File: config.mk
export PLATFORM = sky130hd
export DESIGN_NAME = seg7_scan_driver
export DESIGN_NICKNAME = d
export VERILOG_FILES = /design/src/rtl/seg7_scan_driver.sv
export SDC_FILE = /design/constraint.sdc
export NUM_CORES = 1
export LEC_CHECK = 0
export ABC_CLOCK_PERIOD_IN_PS = 3800
export BUFFER_PORTS_ARGS = -buffer_cell sky130_fd_sc_hd__buf_2
export CORE_ASPECT_RATIO = 0.7
export CORE_MARGIN = 4
export CORE_UTILIZATION = 53
export DETAILED_ROUTE_END_ITERATION = 16
export HOLD_SLACK_MARGIN = 0.1
export MAX_ROUTING_LAYER = met4
export PLACE_DENSITY = 0.75
export SYNTH_ARGS = -nofsm -noshare
export SYNTH_HDL_FRONTEND = slang
export SYNTH_SLANG_ARGS = --single-unit
File: constraint.sdc
create_clock -name CLK -period 3.8 [get_ports CLK]
set_input_delay 0.19 -clock CLK [delete_from_list [all_inputs] [get_ports CLK]]
set_output_delay 0.19 -clock CLK [all_outputs]
set_load 0.02 [all_outputs]
File: src/rtl/seg7_scan_driver.sv
// Eight-digit multiplexed seven-segment driver. Display data is double-buffered
// and only swapped at frame boundaries, so a digit never changes mid-frame.
module seg7_scan_driver #(
  parameter int DIV   = 50000,
  parameter int GUARD = 2
) (
  input  logic        CLK,
  input  logic        CLR,
  input  logic [31:0] ld_data,
  input  logic [7:0]  ld_dp,
  input  logic [7:0]  ld_blank,
  input  logic        ld_valid,
  output logic        ld_ready,
  output logic [7:0]  seg,
  output logic [7:0]  sel,
  output logic        frame_start
);

  typedef struct packed {
    logic [31:0] data;
    logic [7:0]  dp;
    logic [7:0]  blank;
  } disp_t;

  localparam logic [15:0] CNT_LAST = 16'(DIV - 1);
  localparam logic [15:0] GUARD_W  = 16'(GUARD);
  localparam logic [7:0]  SEG_RST  = (GUARD > 0) ? 8'hFF : 8'h03;

  function automatic logic [7:0] hex_code(input logic [3:0] n);
    case (n)
      4'h0: hex_code = 8'hFC;
      4'h1: hex_code = 8'h60;
      4'h2: hex_code = 8'hDA;
      4'h3: hex_code = 8'hF2;
      4'h4: hex_code = 8'h66;
      4'h5: hex_code = 8'hB6;
      4'h6: hex_code = 8'hBE;
      4'h7: hex_code = 8'hE0;
      4'h8: hex_code = 8'hFE;
      4'h9: hex_code = 8'hF6;
      4'hA: hex_code = 8'hEE;
      4'hB: hex_code = 8'h3E;
      4'hC: hex_code = 8'h9C;
      4'hD: hex_code = 8'h7A;
      4'hE: hex_code = 8'h9E;
      default: hex_code = 8'h8E;
    endcase
  endfunction

  logic [15:0] cnt_q, cnt_d;
  logic [2:0]  idx_q, idx_d;
  disp_t       pend_q, pend_d;
  disp_t       act_q, act_d;
  logic        ready_q, ready_d;
  logic [7:0]  seg_q, seg_d;
  logic [7:0]  sel_q, sel_d;
  logic        fs_q, fs_d;
  logic        tick, wrap, accept, in_guard;
  logic [3:0]  nib;
  logic [7:0]  code;

  always_comb begin
    tick  = (cnt_q == CNT_LAST);
    cnt_d = tick ? 16'd0 : cnt_q + 16'd1;
    idx_d = idx_q + {2'b00, tick};
    wrap  = tick && (idx_q == 3'd7);
  end

  generate
    if (GUARD == 0) begin : g_no_guard
      assign in_guard = 1'b0;
    end else begin : g_guard
      assign in_guard = (cnt_d < GUARD_W);
    end
  endgenerate

  // Outputs are computed from next-state values so they line up with cnt/idx.
  always_comb begin
    accept  = ld_valid && ready_q;
    pend_d  = pend_q;
    act_d   = act_q;
    ready_d = ready_q;
    if (accept) begin
      pend_d  = {ld_data, ld_dp, ld_blank};
      ready_d = 1'b0;
    end else if (wrap && !ready_q) begin
      act_d   = pend_q;
      ready_d = 1'b1;
    end
    nib  = act_d.data[{idx_d, 2'b00} +: 4];
    code = hex_code(nib);
    if (in_guard || act_d.blank[idx_d]) begin
      seg_d = 8'hFF;
    end else begin
      seg_d = ~{code[7:1], act_d.dp[idx_d]};
    end
    sel_d = 8'b0000_0001 << idx_d;
    fs_d  = wrap;
  end

  always_ff @(posedge CLK or negedge CLR) begin
    if (!CLR) begin
      cnt_q   <= 16'd0;
      idx_q   <= 3'd0;
      pend_q  <= '0;
      act_q   <= '0;
      ready_q <= 1'b1;
      seg_q   <= SEG_RST;
      sel_q   <= 8'h01;
      fs_q    <= 1'b0;
    end else begin
      cnt_q   <= cnt_d;
      idx_q   <= idx_d;
      pend_q  <= pend_d;
      act_q   <= act_d;
      ready_q <= ready_d;
      seg_q   <= seg_d;
      sel_q   <= sel_d;
      fs_q    <= fs_d;
    end
  end

  assign ld_ready    = ready_q;
  assign seg         = seg_q;
  assign sel         = sel_q;
  assign frame_start = fs_q;

endmodule

**Word level (Yosys, flattened, before mapping)**

Memories as Yosys holds them, arrays and structs flattened.
Index checks and enable logic that the tools add are counted.

- Magnitude comparators: 2
- Equal/unequal tests: 2
- Mux-type cells: 10
- Bitwise operators: 1
- Shift-type cells: 2
- Add/sub/neg operators: 2
- Reduce and logical (&&, ||, !) cells: 6

Operator list:

| operator | number |
|---|---|
| 2-to-1 mux 48 bit | 2 |
| variable part select 32 x 6 -> 4 bit | 1 |
| adder 16 x 1 -> 16 bit, second input constant | 1 |
| equality test 16 bit, second input constant | 1 |
| < comparator 16 x 2 -> 1 bit, second input constant | 1 |
| 2-to-1 mux 16 bit | 1 |
| 2-to-1 mux 8 bit | 1 |
| NOT 8 bit | 1 |
| left shift 1 x 3 -> 8 bit, first input constant | 1 |
| binary-select mux 1 bit (select 3 bit) | 2 |
| < comparator 3 x 4 -> 1 bit, second input constant | 1 |
| 2-to-1 mux 1 bit | 4 |
| adder 3 x 1 -> 3 bit | 1 |
| equality test 3 bit, second input constant | 1 |
| logical AND 1 bit | 3 |
| nonzero test 2 bit | 1 |
| logical NOT 1 bit | 1 |
| logical OR 1 bit | 1 |

- Register bits: 133
- Input port bits: 51
- Memories kept: 1
- Bits in read-only memories: 112

Memories:

| name | words | bits a word | read ports | clocked after Yosys merged registers in | wr ports | RTL line | text |
|---|---|---|---|---|---|---|---|
| (name not given) | 16 | 7 | 1 | 0 | 0 | 30 | `case (n)` |

**Longest topological paths before layout**

- Word-level depth: 9
- Mapped depth: 18
- Depth with buffers taken out: 18

**Least setup slack after synthesis**

OpenSTA, ideal clock, no wires.

- Path kind: register to register
- Start point: register cnt_q[0]
- End point: register seg_q[4], in the netlist seg[4]
- Stages on the path, launching flop included: 17
- Setup time: 0.093 ns
- Buffers on the path: 1
- Slack: 0.274 ns
- Period minus slack after synthesis: 3.526 ns
- Arrival: 3.432 ns
- Cells stage by stage: dfrtp_1 -> ha_1 -> and3_1 -> nand2_1 -> nor4_1 -> ha_1 -> ha_1 -> xnor2_1 -> clkinv_1 -> and2_0 -> o21ai_0 -> nor3_1 -> o41ai_2 -> nand4b_2 -> buf_6 -> a31oi_1 -> o211ai_1

- Elaborated cells between the ends (all ways): 16

RTL lines:

| item | RTL line | text |
|---|---|---|
| start: declaration | 50 | `logic [15:0] cnt_q, cnt_d;` |
| start signal: assignment | 112 | `cnt_q <= cnt_d;` |
| equality test 16 bit (*) | 63 | `tick = (cnt_q == CNT_LAST);` |
| adder 3 x 1 -> 3 bit (*) | 65 | `idx_d = idx_q + {2'b00, tick};` |
| named net idx_d[2] | 51 | `logic [2:0] idx_q, idx_d;` |
| variable part select 32 x 6 -> 4 bit / binary-select mux 1 bit (select 3 bit) (equally long branches) | 90, 92 |  |
| memory (16 x 7 bit) / 2-to-1 mux 1 bit (equally long branches) | n/a |  |
| NOT 8 bit / logical OR 1 bit (equally long branches) | 95, 92 |  |
| 2-to-1 mux 8 bit (*) | 92 | `if (in_guard \|\| act_d.blank[idx_d]) begin` |
| named net seg_d[4] | 55 | `logic [7:0] seg_q, seg_d;` |
| end signal: assignment | 117 | `seg_q <= seg_d;` |
| end: declaration | 55 |  |

Mark *: on every way through the listed nets, which the timed path passes. The rest lies on a longest branch. The select of a mux whose other input is x is not followed.
A chain may end at the register's enable or synchronous reset.

==> reports/summary.md <==
Min path
* **worst hold path type** input port to async pin

Synth
* **count of flip-flops with a built-in enable after synthesis** 0
* **flip-flop and latch count after synthesis** 133
* **synthesized area divided by synthesized cell count** 11.3 um2
* **share of flip-flops with an asynchronous set or reset** 1.00
* **top flip-flop cell by instance count after synthesis** sky130_fd_sc_hd__dfrtp_1
* **number of standard cells after synthesis** 534
* **Post-Syn Nets** 594
* **sequential-to-total area share from yosys stat** 0.552
* **post-synthesis cell area** 0.00606 mm2
* **Synth warnings** 0
* **distinct cell type count after synthesis** 62

Clocking
* **clock slew at the register clock pins of the worst setup and hold paths** 60 ps
* **maximum level of the CTS H-tree** 4
* **library cell used as clock root buffer** sky130_fd_sc_hd__clkbuf_16
* **CTS sink cnt** 133
* **number of buffers created by CTS** 17
* **worst skew pair latency** 420 ps
* **deepest clock path buffer count** 2
* **TritonCTS clock tree** yes

Cells and area
* **share of post-route cells with drive strength above 1** 0.326
* **Layout Cells excl Fill** 840
* **synth-to-layout area growth** 30.2%
* **Core Util, Final** 0.711
* **Antenna Cells** 0
* **most frequent cells in the layout** 135 x sky130_fd_sc_hd__nand2_1, 123 x sky130_fd_sc_hd__dfrtp_1, 67 x sky130_fd_sc_hd__buf_2
* **most frequent standard cell in the layout excluding fill and tap cells** sky130_fd_sc_hd__nand2_1
* **post-route cell area** 0.00788 mm2
* **fin nets** 734

Floorplan
* **Die H** 97.4 um
* **total core area** 0.0111 mm2
* **num rows** 32
* **ports placed on the boundary** 69
* **area enclosed by the die boundary** 0.0132 mm2
* **initial cell density of the core** 0.546
* **Chip Width** 136 um

Timing
* **worst relative slew slack** 0.200
* **total setup violations reported at the end of the flow** 0
* **Final Max Slew Viols** 0
* **worst slew pin tran** 1200 ps
* **TNS Setup** 0 ps
* **Worst Hold Slack** 285 ps
* **Max Freq** 279 MHz
* **number of hold violations in the final report** 0
* **unrepaired setup endpoints after global routing** false
* **ratio of final minimum period to clock period** 0.944
* **setup clock skew after layout** 9.24 ps
* **final critical delay including setup and external delays** 3590 ps
* **final setup margin** 211 ps

Worst setup path
* **Critical Path RT** 4110 ps
* **endpoint type of the worst setup path** register
* **launching instance or port of the critical path** cnt_q[5]
* **arrival time of the worst setup path** 3900 ps
* **startpoint of the most critical register-to-register path** cnt_q[5]
* **worst setup path category** register to register
* **highest net fanout along the worst path** 15
* **startpoint types** register

Routing
* **remaining antenna violation count** 0
* **DRT Pass-1 Iters** 6
* **routed vias/inst** 5.49
* **average wire length per cell after detail routing** 16.9 um
* **violation count after the first detailed-routing iteration** 526
* **Post-route DRC** 0
* **final wirelength** 14200 um
* **via count** 4615

Power
* **Worst VDD drop** 0.000321 V
* **total power of the final layout** 3.50 mW
* **pwr/cell area** 444 mW/mm2
* **Leak** 3.89 nW

Placement
* **Placed Cells incl. Taps** 751
* **placed cell area** 0.00661 mm2
* **number of I/O port buffers** 68
* **half-perimeter wire length of the detailed placement result** 9030 um
* **worst slack after detailed placement** 77.9 ps
* **GPL Wtd Cong** 0.948

GRT
* **maximum number of pins on one net before global-route repair** 52
* **global router's overall resource usage** 0.230
* **global-route wire length before repair** 23100 um
* **antenna violations before repair** 0
* **vias in the first global route** 4626
* **gr ovfl total** 0

Run status
* **result of the run** finished clean

Run
* **number of max-cap violations** 0

[routing by layer]
layer / track usage / up-vias / part of all wire
met5: - / - / 0
met2: 0.341 / 165 / 0.48
met1: 0.309 / 2284 / 0.45
met3: 0.0683 / 34 / 0.061
li1: - / 2132 / -
met4: 0.0682 / 0 / 0.017
[Yosys cell counts, types with 7 or more instances]
cell | number | area (um2)
sky130_fd_sc_hd__nor3_1 | 8 | 40.0
sky130_fd_sc_hd__clkbuf_1 | 14 | 52.6
sky130_fd_sc_hd__dfrtp_1 | 123 | 3080
sky130_fd_sc_hd__dfstp_2 | 10 | 263
sky130_fd_sc_hd__nor2_1 | 33 | 124
sky130_fd_sc_hd__inv_1 | 7 | 26.3
sky130_fd_sc_hd__mux2_2 | 63 | 709
sky130_fd_sc_hd__nand3_1 | 19 | 95.1
sky130_fd_sc_hd__and4_1 | 7 | 61.3
sky130_fd_sc_hd__ha_1 | 9 | 113
sky130_fd_sc_hd__xnor2_1 | 10 | 87.6
sky130_fd_sc_hd__nand2_1 | 137 | 514
[final cells by class]
| type | count | area (um2) |
|---|---|---|
| fill | 775 | 3210 |
| timing repair buffer | 145 | 1040 |
| multi-input combinational | 369 | 2610 |
| clock inverter | 12 | 199 |
| inverter | 8 | 33.8 |
| clock buffer | 20 | 467 |
| sequential | 133 | 3340 |
| tap | 153 | 191 |
[what timing repair did]
| action | CTS | global route |
|---|---|---|
| hold buffers | 50 | 0 |
| hold endpoints to repair | 90 | 0 |
| buffers inserted | 0 | 7 |
| endpoints found under the setup margin | 0 | 8 |
| gates resized for setup | 0 | 12 |
[logic make-up after synthesis]
logic type | synth area share
AND/OR/NAND/NOR | 0.178
flip-flops | 0.552
multiplexers | 0.154
AO/OA/AOI/OAI | 0.0490
buffers and inverters | 0.0264
XOR/XNOR | 0.0217
adder cells (fa/ha/maj) | 0.0186
[state kept, by name, indices dropped and copies added (netlist names)]
signal,flops
act_q,48
cnt_q,16
frame_start,1
idx_q,3
ld_ready,1
pend_q,48
seg,8
sel,8
[power breakdown]
part,total [mW],internal (mW),leakage (nW),switching (mW)
combinational,0.156,0.101,1.83,0.0553
clock,1.82,1.22,0.326,0.602
sequential,1.52,1.48,1.73,0.0467
total,3.50,2.79,3.89,0.704
[worst max-delay path: stages, from the launching register on]
cell and delay, ps:
sky130_fd_sc_hd__dfrtp_1 440, sky130_fd_sc_hd__or4bb_1 570, sky130_fd_sc_hd__nor4_4 330, sky130_fd_sc_hd__nand2_2 300
sky130_fd_sc_hd__buf_4 290, sky130_fd_sc_hd__mux2_2 240, sky130_fd_sc_hd__nor2_1 40, sky130_fd_sc_hd__o31a_1 290
sky130_fd_sc_hd__nand2_2 150, sky130_fd_sc_hd__inv_1 140, sky130_fd_sc_hd__ha_2 230, sky130_fd_sc_hd__mux2_2 270
sky130_fd_sc_hd__nand2_1 80, sky130_fd_sc_hd__o311ai_1 110
[path summary, 6_finish.rpt]
check                             end  slack [ps]  cells after the start
setup / recovery               seg[3]         210                     13
hold / removal             pend_q[38]         290                      2
setup reg to reg               seg[3]         210                     13
hold reg to reg             act_q[10]         460                      2
min in group CLK            act_q[10]         460                      2
max in group asynchronous   act_q[46]        2480                      3
(Power assumes the default switching activity.)
